==> src/rtl/seq_pkg.sv <==
// Shared types and tempo constants for the step sequencer transport/pattern logic.
package seq_pkg;

  localparam int BPM_W           = 10;
  localparam int SEQ_DEFAULT_BPM = 120;
  localparam int SEQ_MIN_BPM     = 30;
  localparam int SEQ_MAX_BPM     = 511;

  typedef enum logic [1:0] {
    IDLE = 2'd0,
    ARM  = 2'd1,
    RUN  = 2'd2
  } seq_state_e;

  // Index width that stays legal for single-entry dimensions.
  function automatic int idx_width(input int n);
    return (n > 1) ? $clog2(n) : 1;
  endfunction

endpackage

==> src/rtl/seq_transport_ctrl_if.sv <==
// Pattern-cell write bus between the sequencer host (master) and the transport controller (slave).
interface seq_transport_ctrl_if
  import seq_pkg::*;
#(
  parameter int NUM_TRACKS = 4,
  parameter int NUM_STEPS  = 16
);

  localparam int TW = idx_width(NUM_TRACKS);
  localparam int SW = idx_width(NUM_STEPS);

  logic          WrEn;
  logic [TW-1:0] WrTrack;
  logic [SW-1:0] WrStep;
  logic          WrData;

  modport master (output WrEn, WrTrack, WrStep, WrData);
  modport slave  (input  WrEn, WrTrack, WrStep, WrData);

endinterface

==> src/rtl/seq_pattern_ram.sv <==
// Track x step hit pattern: single-bit write port, combinational full-column read.
module seq_pattern_ram
  import seq_pkg::*;
#(
  parameter  int NUM_TRACKS = 4,
  parameter  int NUM_STEPS  = 16,
  localparam int SW         = idx_width(NUM_STEPS)
) (
  input  logic                  Clock,
  input  logic                  nReset,
  seq_transport_ctrl_if.slave   wr_bus,
  input  logic [SW-1:0]         rd_step_i,
  output logic [NUM_TRACKS-1:0] rd_col_o
);

  logic [NUM_TRACKS-1:0][NUM_STEPS-1:0] cells_q;

  // NOTE: the pattern must come up empty, so this array is reset like any other
  // register; it is a handful of flops, not a RAM macro that lacks a reset.
  always_ff @(posedge Clock) begin
    if (!nReset) begin
      cells_q <= '0;
    end else if (wr_bus.WrEn) begin
      cells_q[wr_bus.WrTrack][wr_bus.WrStep] <= wr_bus.WrData;
    end
  end

  // Read sees the pre-write contents, so a same-cycle write plays the old value.
  always_comb begin
    // NOTE: default every always_comb output first so no path can infer a latch.
    rd_col_o = '0;
    for (int t = 0; t < NUM_TRACKS; t++) begin
      rd_col_o[t] = cells_q[t][rd_step_i];
    end
  end

endmodule

==> src/rtl/seq_transport_ctrl.sv <==
// Transport/pattern controller: tempo, start/stop FSM, step pointer, per-track triggers.
// Optional: define SEQ_LOOP_LEN_EN to add the LoopLen input (programmable last step).
module seq_transport_ctrl
  import seq_pkg::*;
#(
  parameter  int NUM_TRACKS  = 4,
  parameter  int NUM_STEPS   = 16,
  parameter  int DEFAULT_BPM = SEQ_DEFAULT_BPM,
  parameter  int MIN_BPM     = SEQ_MIN_BPM,
  parameter  int MAX_BPM     = SEQ_MAX_BPM,
  localparam int SW          = idx_width(NUM_STEPS)
) (
  input  logic                  Clock,
  input  logic                  nReset,
  input  logic                  Play,
  input  logic                  Stop,
  input  logic                  BpmUp,
  input  logic                  BpmDown,
  seq_transport_ctrl_if.slave   wr_bus,
`ifdef SEQ_LOOP_LEN_EN
  input  logic [SW-1:0]         LoopLen,
`endif
  input  logic                  Step,
  output logic [BPM_W-1:0]      BPM,
  output logic                  nStart,
  output logic [NUM_TRACKS-1:0] Trigger,
  output logic [SW-1:0]         CurStep,
  output logic                  Playing
);

  localparam logic [BPM_W-1:0] BPM_RST = BPM_W'(DEFAULT_BPM);
  localparam logic [BPM_W-1:0] BPM_LO  = BPM_W'(MIN_BPM);
  localparam logic [BPM_W-1:0] BPM_HI  = BPM_W'(MAX_BPM);

  seq_state_e            state_q;
  logic [SW-1:0]         ptr_q;
  logic [SW-1:0]         cur_step_q;
  logic [BPM_W-1:0]      bpm_q;
  logic [BPM_W-1:0]      bpm_d;
  logic                  nstart_q;
  logic                  playing_q;
  logic [NUM_TRACKS-1:0] trigger_q;
  logic [NUM_TRACKS-1:0] col;
  logic                  tempo_chg;
  logic [SW-1:0]         play_idx;
  logic [SW-1:0]         next_idx;

  always_comb begin
    bpm_d     = bpm_q;
    tempo_chg = 1'b0;
    if (BpmUp && !BpmDown && (bpm_q < BPM_HI)) begin
      bpm_d     = bpm_q + BPM_W'(1);
      tempo_chg = 1'b1;
    end else if (BpmDown && !BpmUp && (bpm_q > BPM_LO)) begin
      bpm_d     = bpm_q - BPM_W'(1);
      tempo_chg = 1'b1;
    end
  end

`ifdef SEQ_LOOP_LEN_EN
  // A pointer stranded beyond a freshly shortened loop restarts at step 0.
  always_comb begin
    play_idx = (ptr_q > LoopLen) ? '0 : ptr_q;
    next_idx = (play_idx >= LoopLen) ? '0 : play_idx + SW'(1);
  end
`else
  // NUM_STEPS is a power of two, so the increment wraps on its own.
  always_comb begin
    play_idx = ptr_q;
    next_idx = ptr_q + SW'(1);
  end
`endif

  seq_pattern_ram #(
    .NUM_TRACKS (NUM_TRACKS),
    .NUM_STEPS  (NUM_STEPS)
  ) u_pattern (
    .Clock     (Clock),
    .nReset    (nReset),
    .wr_bus    (wr_bus),
    .rd_step_i (play_idx),
    .rd_col_o  (col)
  );

  // NOTE: all state here is updated with <= so every register sees pre-edge values.
  always_ff @(posedge Clock) begin
    if (!nReset) begin
      state_q    <= IDLE;
      ptr_q      <= '0;
      cur_step_q <= '0;
      bpm_q      <= BPM_RST;
      nstart_q   <= 1'b1;
      playing_q  <= 1'b0;
      trigger_q  <= '0;
    end else begin
      bpm_q     <= bpm_d;
      trigger_q <= '0;
      if (Stop) begin
        state_q    <= IDLE;
        ptr_q      <= '0;
        cur_step_q <= '0;
        nstart_q   <= 1'b1;
        playing_q  <= 1'b0;
      end else if (Play) begin
        state_q   <= ARM;
        ptr_q     <= '0;
        nstart_q  <= 1'b0;
        playing_q <= 1'b1;
      end else begin
        case (state_q)
          IDLE: ;
          ARM: begin
            state_q  <= RUN;
            nstart_q <= 1'b1;
          end
          RUN: begin
            if (Step) begin
              trigger_q  <= col;
              cur_step_q <= play_idx;
              ptr_q      <= next_idx;
            end
            // Re-arm so the BPM counter reloads the new period; pointer is kept.
            if (tempo_chg) begin
              state_q  <= ARM;
              nstart_q <= 1'b0;
            end
          end
          default: begin
            state_q   <= IDLE;
            ptr_q     <= '0;
            nstart_q  <= 1'b1;
            playing_q <= 1'b0;
          end
        endcase
      end
    end
  end

  assign BPM     = bpm_q;
  assign nStart  = nstart_q;
  assign Trigger = trigger_q;
  assign CurStep = cur_step_q;
  assign Playing = playing_q;

endmodule
==> src/flat_wrapper.sv <==
// flat-port wrapper written by rule: the top's interface ports become plain ports
module seq_transport_ctrl_flat import seq_pkg::*;
#(
  parameter  int NUM_TRACKS  = 4,
  parameter  int NUM_STEPS   = 16,
  parameter  int DEFAULT_BPM = SEQ_DEFAULT_BPM,
  parameter  int MIN_BPM     = SEQ_MIN_BPM,
  parameter  int MAX_BPM     = SEQ_MAX_BPM,
  localparam int SW          = idx_width(NUM_STEPS)
)
  (Clock, nReset, Play, Stop, BpmUp, BpmDown, Step, BPM, nStart, Trigger, CurStep, Playing, wr_bus_WrEn, wr_bus_WrTrack, wr_bus_WrStep, wr_bus_WrData);
  seq_transport_ctrl_if #(.NUM_TRACKS(NUM_TRACKS), .NUM_STEPS(NUM_STEPS)) wr_bus_i ();
  input  logic Clock;
  input  logic nReset;
  input  logic Play;
  input  logic Stop;
  input  logic BpmUp;
  input  logic BpmDown;
  input  logic Step;
  output logic [BPM_W-1:0] BPM;
  output logic nStart;
  output logic [NUM_TRACKS-1:0] Trigger;
  output logic [SW-1:0] CurStep;
  output logic Playing;
  input wire logic [$bits(wr_bus_i.WrEn)-1:0] wr_bus_WrEn;
  input wire logic [$bits(wr_bus_i.WrTrack)-1:0] wr_bus_WrTrack;
  input wire logic [$bits(wr_bus_i.WrStep)-1:0] wr_bus_WrStep;
  input wire logic [$bits(wr_bus_i.WrData)-1:0] wr_bus_WrData;
  assign wr_bus_i.WrEn = wr_bus_WrEn;
  assign wr_bus_i.WrTrack = wr_bus_WrTrack;
  assign wr_bus_i.WrStep = wr_bus_WrStep;
  assign wr_bus_i.WrData = wr_bus_WrData;
  seq_transport_ctrl #(.NUM_TRACKS(NUM_TRACKS), .NUM_STEPS(NUM_STEPS), .DEFAULT_BPM(DEFAULT_BPM), .MIN_BPM(MIN_BPM), .MAX_BPM(MAX_BPM)) u_core (.Clock(Clock), .nReset(nReset), .Play(Play), .Stop(Stop), .BpmUp(BpmUp), .BpmDown(BpmDown), .wr_bus(wr_bus_i), .Step(Step), .BPM(BPM), .nStart(nStart), .Trigger(Trigger), .CurStep(CurStep), .Playing(Playing));
endmodule
==> config.mk <==
export PLATFORM = sky130hd
export DESIGN_NAME = seq_transport_ctrl_flat
export DESIGN_NICKNAME = d
export VERILOG_FILES = /design/src/rtl/seq_pkg.sv /design/src/rtl/seq_transport_ctrl_if.sv /design/src/rtl/seq_pattern_ram.sv /design/src/rtl/seq_transport_ctrl.sv /design/src/flat_wrapper.sv
export SDC_FILE = /design/constraint.sdc
export NUM_CORES = 1
export LEC_CHECK = 0
export ABC_CLOCK_PERIOD_IN_PS = 2800
export BUFFER_PORTS_ARGS = -buffer_cell sky130_fd_sc_hd__buf_2
export CORE_ASPECT_RATIO = 0.7
export CORE_MARGIN = 2
export CORE_UTILIZATION = 60
export DETAILED_ROUTE_END_ITERATION = 6
export PLACE_DENSITY_LB_ADDON = 0.15
export SETUP_SLACK_MARGIN = 0.02
export SYNTH_ARGS = -nofsm -noshare
export SYNTH_HDL_FRONTEND = slang
export SYNTH_SLANG_ARGS = --single-unit
export TNS_END_PERCENT = 20
==> constraint.sdc <==
create_clock -name Clock -period 2.8 [get_ports Clock]
set_input_delay 0.56 -clock Clock [delete_from_list [all_inputs] [get_ports Clock]]
set_output_delay 0.56 -clock Clock [all_outputs]
set_load 0.005 [all_outputs]
==> out/qor.csv, run 1 <==
metric,value,unit
Final setup viols,0,
r2r worst-path depth,10,
sequential area share after synthesis,38.9,%
first-pass GRT wire length,17700,um
DRT iter0 DRCs,239,
Congestion Overflow GR,0,
worst-path maximum fanout,5,
die area,8450,um^2
"Arr. time, crit path",2.88,ns
Synth area leaders,"dfxtp_1 39%, mux2i_1 11%, mux4_1 8.5%",
CTS Hold Bufs,0,
root buffer cell,clkbuf_8,
num ports,35,
Max Slew Vio Count,0,
DIE HEIGHT,77.5,um
fraction of layout cells with a size suffix above 1,13.6,%
routed wire length,10900,um
maxcap violations,0,
final cell count without fillers,650,
hpwl dp,7490,um
initial antenna violation count,0,
utilization after layout,69.1,%
Startpoint Class,flip-flop,
syn_area_per_cell,8.79,um^2
Tmin final,2.61,ns
Worst Hold Class,reg2reg,
router iterations before antenna repair,5,
Worst R2R End,u_core.BPM[8],
TNS Setup,0,ns
Vias/cell,6.00,
routability cong.,0.973,
hold path depth,2,
commonest cells in the netlist,"90 x dfxtp_1, 90 x nand2_1, 78 x nor2_1",
TritonCTS clock tree,built,
Post CTS Setup Buffer Count,0,
layout net count,574,
crit share post-route,93.1,%
Post-Syn Area,4630,um^2
Final Cell Area,5100,um^2
Worst Hold End,u_core.u_pattern.cells_q[63],
CTS Buf Count,9,
Core Footprint,7380,um^2
diode count,0,
dpl ws,0.0685,ns
RSZ-0062 raised after global routing,no,
top cell type's share of synthesized area,38.9,%
total power,2.74,mW
worst skew pair latency,0.38,ns
hold_sp,u_core.u_pattern.cells_q[63],
Max rail drop VDD,528,uV
Setup Skew,0.00529,ns
R2R setup slack,0.19,ns
"Top FF cell, synth",dfxtp_1,
fmax,383,MHz
"Net Count, Synth",553,
largest net degree at the start of global routing,65,
crit end category,flip-flop,
Syn-to-layout area delta,10.0,%
Slew @ Worst Pin,0.776,ns
initial core utilization,62.8,%
PortBufs,34,
Post-DRT Antenna Nets,0,
Crit Path Class,reg2reg,
aggregate global-route resource usage,27.1,%
vias in the first global route,3636,
PnR worst setup slack,0.192,ns
Sink Count,90,
Pleak,2.21,nW
synthesized flop and latch total,90,
Ys Warns,0,
status,finished clean,
PwrDens,538,nW/um^2
placement row count,26,
Fill cells,616,
worst path required time,3.07,ns
routed len/inst,16.7,um
clock-pin slew on the worst setup and hold paths,0.09,ns
# DRC,0,
CTS max path bufs,2,
Vias,3903,
hold_ws,0.460,ns
asr flop ratio synth,0,%
"Hold Violations, Final",0,
number of synthesized flops with an enable pin,0,
Max-slew headroom,47.9,%
Mapped Cells,527,
DP Area,4890,um^2
R2R Path Start,u_core.BPM[4],
largest area contributor in the netlist,dfxtp_1,
post-synth cell types,43,
die width,109,um
placed insts,635,
number of H-tree levels,3,
## critical path: stages, from the launching register on
cell and delay [ns]:
dfxtp_1 0.43, nand4_1 0.23, o31ai_4 0.32, nand2b_4 0.21, inv_1 0.05, fa_1 0.40
nor2b_1 0.16, nor3_1 0.07, o21a_1 0.21, mux2i_1 0.14, o32ai_2 0.29
## worst max-delay path by stage
| stage | from | endpoint | depth (start not counted) |
|---|---|---|---|
| 3_3_place_gp | BpmDown | u_core.BPM[7] | 10 |
| 4_1_cts | u_core.BPM[4] | u_core.BPM[8] | 10 |
| 6_report | u_core.BPM[4] | u_core.BPM[8] | 10 |
| 3_5_place_dp | u_core.BPM[4] | u_core.BPM[8] | 10 |
| 5_1_grt | u_core.BPM[6] | u_core.BPM[8] | 10 |
| 2_1_floorplan | u_core.BPM[4] | u_core.BPM[8] | 10 |
## logic make-up after synthesis
kind of cell | after synthesis | share of synthesized area [%]
mux | 68 | 21.0
flops | 90 | 38.9
buf+inv | 44 | 3.91
fa+ha+maj | 11 | 3.13
xor+xnor | 6 | 1.13
compound gates | 82 | 10.8
simple gates | 226 | 21.1
## what timing repair did
action                                  CTS  global route
hold endpoints to repair                  0             0
endpoints found under the setup margin    0             3
gates resized for setup                   0             5
## sequential cells by signal (all words and copies together), names as in the netlist
register                  count
u_core.BPM                   10
u_core.CurStep                4
u_core.Playing                1
u_core.Trigger                4
u_core.nStart                 1
u_core.play_idx               4
u_core.state_q                2
u_core.u_pattern.cells_q     64
## routing by layer
metal  GRT usage (%)  vias to the layer above  wire, um  share of wire [%]
met5               0                        -         0                  0
met3            6.81                       14       749                6.9
li1                -                     1884         -                  -
met4            8.46                        0       133                1.2
met2            40.4                      137      4880                 45
met1            38.6                     1868      5090                 47
## layout make-up
class                   count  area [um^2]  area share (%)
inverters                   8         30.0           0.589
clock inverters             5         56.3            1.10
clock buffers              10          128            2.50
multi-input cells         393         2680            52.5
repair buffers             46          285            5.59
flip-flops and latches     90         1800            35.4
well taps                  98          123            2.40
## cells in the final DEF (no fill, tap or decap), drive strengths merged, types with 5 or more instances in the layout
cell,count
mux2i,49
inv,8
nand2b,8
nor2b,8
or2,6
ha,10
nand2,90
o211ai,5
o21ai,21
clkbuf,10
nand3,11
buf,46
a21oi,34
mux4,19
nor2,78
nor3,11
dfxtp,90
## report_power, final
part           switching (mW)  internal [mW]  total, mW
registers              0.0418           1.32       1.36
logic                   0.308          0.209      0.517
clock network           0.462          0.406      0.868
total                   0.811           1.93       2.74
Note: power is estimated with default switching activity, not from simulation.
==> run 2: changes to the inputs <==
--- a/config.mk
+++ b/config.mk
@@ -6,11 +6,11 @@
 export NUM_CORES = 1
 export LEC_CHECK = 0
 export ABC_CLOCK_PERIOD_IN_PS = 2800
-export BUFFER_PORTS_ARGS = -buffer_cell sky130_fd_sc_hd__buf_2
 export CORE_ASPECT_RATIO = 0.7
 export CORE_MARGIN = 2
 export CORE_UTILIZATION = 60
 export DETAILED_ROUTE_END_ITERATION = 6
+export DONT_BUFFER_PORTS = 1
 export PLACE_DENSITY_LB_ADDON = 0.15
 export SETUP_SLACK_MARGIN = 0.02
 export SYNTH_ARGS = -nofsm -noshare
==> run 2 against run 1 <==
Via count shrank 2.3%. Setup slack lost 0.028 ns. Core utilization shrank 2.5 points. Maximum frequency shrank 1.1%. Critical path depth is the same. Sequential share of layout area grew 1.3 points. Global-route usage grew 0.79 points. Register-to-register slack lost 0.03 ns. Clock skew grew 0.011 ns. Clock-buffer cell count shrank 1. Flip-flop and latch count is the same. Largest cell class unchanged.
==> out/qor.csv, run 2 (synthesis results as in run 1) <==
metric,value,unit,change
Tmin final,2.64,ns,was 2.61 ns
internal power,2.00,mW,was 1.93 mW
Worst R2R End,u_core.BPM[7],,was u_core.BPM[8]
Net Sw Frac,28.8,%,was 29.6%
Max-slew headroom,44.4,%,was 47.9%
DRT iter0 DRCs,370,,was 239
combinational share of power,15.9,%,was 18.9%
die area,8450,um^2,unchanged
Top reg by flops,u_core.u_pattern.cells_q,,unchanged
power share of the clock group,35.6,%,was 31.6%
CP Cell Sequence,"nand4_1, o31ai_4, nand2b_1, buf_4, ha_1, a21oi_1, nand2_1, o211a_1, o32ai_1, o22ai_1",,"was nand4_1, o31ai_4, nand2b_4, inv_1, fa_1, nor2b_1, nor3_1, o21a_1, mux2i_1, o32ai_2"
Crit Path Class,reg2reg,,unchanged
PwrDens,572,nW/um^2,was 538 nW/um^2
# DRC,0,,unchanged
fraction of layout cells with a size suffix above 1,7.35,%,was 13.6%
Psw,809,uW,was 811 uW
number of H-tree levels,3,,unchanged
Slew @ Worst Pin,0.827,ns,was 0.776 ns
crit end category,flip-flop,,unchanged
Vias/cell,6.20,,was 6.00
first-pass GRT wire length,18100,um,was 17700 um
Core Footprint,7380,um^2,unchanged
Final setup viols,0,,unchanged
max reg flops,64,,unchanged
Post-DRT Antenna Nets,0,,unchanged
dpl ws,0.0962,ns,was 0.0685 ns
hpwl dp,7540,um,was 7490 um
Syn-to-layout area delta,5.99,%,was 10.0%
Max rail drop VDD,567,uV,was 528 uV
maxcap violations,0,,unchanged
fmax,379,MHz,was 383 MHz
aggregate global-route resource usage,27.9,%,was 27.1%
GRT busiest layer,met2,,unchanged
M3 GR Usage,6.81,%,unchanged
Worst Hold Class,in2reg,,was reg2reg
clock-pin slew on the worst setup and hold paths,0.10,ns,was 0.09 ns
Worst Hold End,u_core.state_q[1],,was u_core.u_pattern.cells_q[63]
worst skew pair latency,0.38,ns,about the same
utilization after layout,66.5,%,was 69.1%
TNS Setup,0,ns,unchanged
CTS max path bufs,2,,unchanged
initial core utilization,62.8,%,unchanged
Congestion Overflow GR,0,,unchanged
diode count,0,,unchanged
initial antenna violation count,0,,unchanged
Pleak,2.05,nW,was 2.21 nW
Fill cells,579,,was 616
r2r worst-path depth,10,,unchanged
TritonCTS clock tree,built,,unchanged
sequential share of power,48.5,%,was 49.5%
largest stage delay on the critical path,0.45,ns,was 0.43 ns
routed wire length,11100,um,was 10900 um
Sink Count,90,,unchanged
largest net degree at the start of global routing,65,,unchanged
Slowest cell on crit path,dfxtp_1,,unchanged
CTS Buf Count,9,,unchanged
routed len/inst,18.0,um,was 16.7 um
PortBufs,0,,was 34
Vias,3814,,was 3903
die width,109,um,unchanged
placement row count,26,,unchanged
PnR worst setup slack,0.164,ns,was 0.192 ns
status,finished clean,,unchanged
RSZ-0062 raised after global routing,no,,unchanged
R2R setup slack,0.16,ns,was 0.19 ns
"Arr. time, crit path",2.89,ns,was 2.88 ns
num ports,35,,unchanged
Setup Skew,0.0161,ns,was 0.00529 ns
"Hold Violations, Final",0,,unchanged
root buffer cell,clkbuf_8,,unchanged
worst path required time,3.05,ns,was 3.07 ns
met1 usage,39.5,%,was 38.6%
Startpoint Class,flip-flop,,unchanged
Max Slew Vio Count,0,,unchanged
Global Route met2 Usage,42.4,%,was 40.4%
router iterations before antenna repair,5,,unchanged
crit share post-route,94.1,%,was 93.1%
hold_sp,Play,,was u_core.u_pattern.cells_q[63]
hold path depth,1,,was 2
DIE HEIGHT,77.5,um,unchanged
"commonest non-fill, non-tap cells in the layout","90 x nand2_1, 90 x dfxtp_1, 78 x nor2_1, 49 x mux2i_1, 34 x a21oi_1",,"was 90 x nand2_1, 89 x dfxtp_1, 78 x nor2_1, 49 x mux2i_1"
layout net count,538,,was 574
routability cong.,0.818,,was 0.973
vias in the first global route,3554,,was 3636
R2R Path Start,u_core.BPM[8],,was u_core.BPM[4]
worst-path maximum fanout,5,,unchanged
run 2: power by group through the flow:
stage | Clock [mW] | Sequential, mW | Combinational [mW]
final | 0.999 | 1.36 | 0.447
after global routing | 1.06 | 1.37 | 0.493
after CTS | 1.02 | 1.36 | 0.431
after detailed placement | 0 | 1.39 | 0.428
after global placement | 0 | 1.39 | 0.409
after floorplan | 0 | 1.38 | 0.346
run 2: how the worst max path moves through the flow:
stage                  startpoint       endpoint  slack (ns)  depth (start not counted)
floorplan           u_core.BPM[4]  u_core.BPM[8]        0.26                         10
global placement    u_core.BPM[2]  u_core.BPM[8]        0.22                         10
detailed placement  u_core.BPM[1]  u_core.BPM[8]         0.1                         10
CTS                 u_core.BPM[1]  u_core.BPM[7]        0.09                         10
global route        u_core.BPM[1]  u_core.BPM[7]        0.02                         10
finish              u_core.BPM[8]  u_core.BPM[7]        0.16                         10
run 2: stage by stage:
| step | std cells | hold slack (ns) | power (mW) | instance area [um^2] |
|---|---|---|---|---|
| 2_1_floorplan | 527 | 0.432 | 1.73 | 4630 |
| 3_3_place_gp | 598 | 0.441 | 1.80 | 4670 |
| 3_5_place_dp | 598 | 0.453 | 1.82 | 4670 |
| 4_1_cts | 614 | 0.224 | 2.81 | 4900 |
| 5_1_grt | 615 | 0.238 | 2.92 | 4910 |
| 6_report | 615 | 0.235 | 2.81 | 4910 |
run 2: timing repair:
action,4_1_cts,5_1_grt
resized for setup,0,1
endpoints found under the setup margin,0,6
hold buffers,0,0
buffers inserted,0,1
run 2: area by class of cell:
cell class                      instances  area, um^2  area share (%)
Clock buffer                            9         124            2.52
Clock inverter                          7        98.8            2.01
Inverter                                8        30.0           0.611
Multi-Input combinational cell        393        2660            54.2
Sequential cell                        90        1800            36.7
Tap cell                               98         123            2.50
Timing Repair Buffer                   10        75.1            1.53
run 2: routing by layer:
metal | wire length [um] | vias up | share of wire (%)
met5 | 0 | - | 0
met4 | 157 | 0 | 1.4
met3 | 829 | 18 | 7.5
met2 | 4910 | 154 | 44
met1 | 5160 | 1839 | 47
li1 | - | 1803 | -
run 2: critical path: cells and delay by family (launching register included):
family / cells / cell delay, ns
adder cells (fa/ha/maj): 1 / 0.25
flip-flops: 1 / 0.45
buffers and inverters: 1 / 0.16
AO/OA/AOI/OAI: 5 / 1.09
AND/OR/NAND/NOR: 3 / 0.55
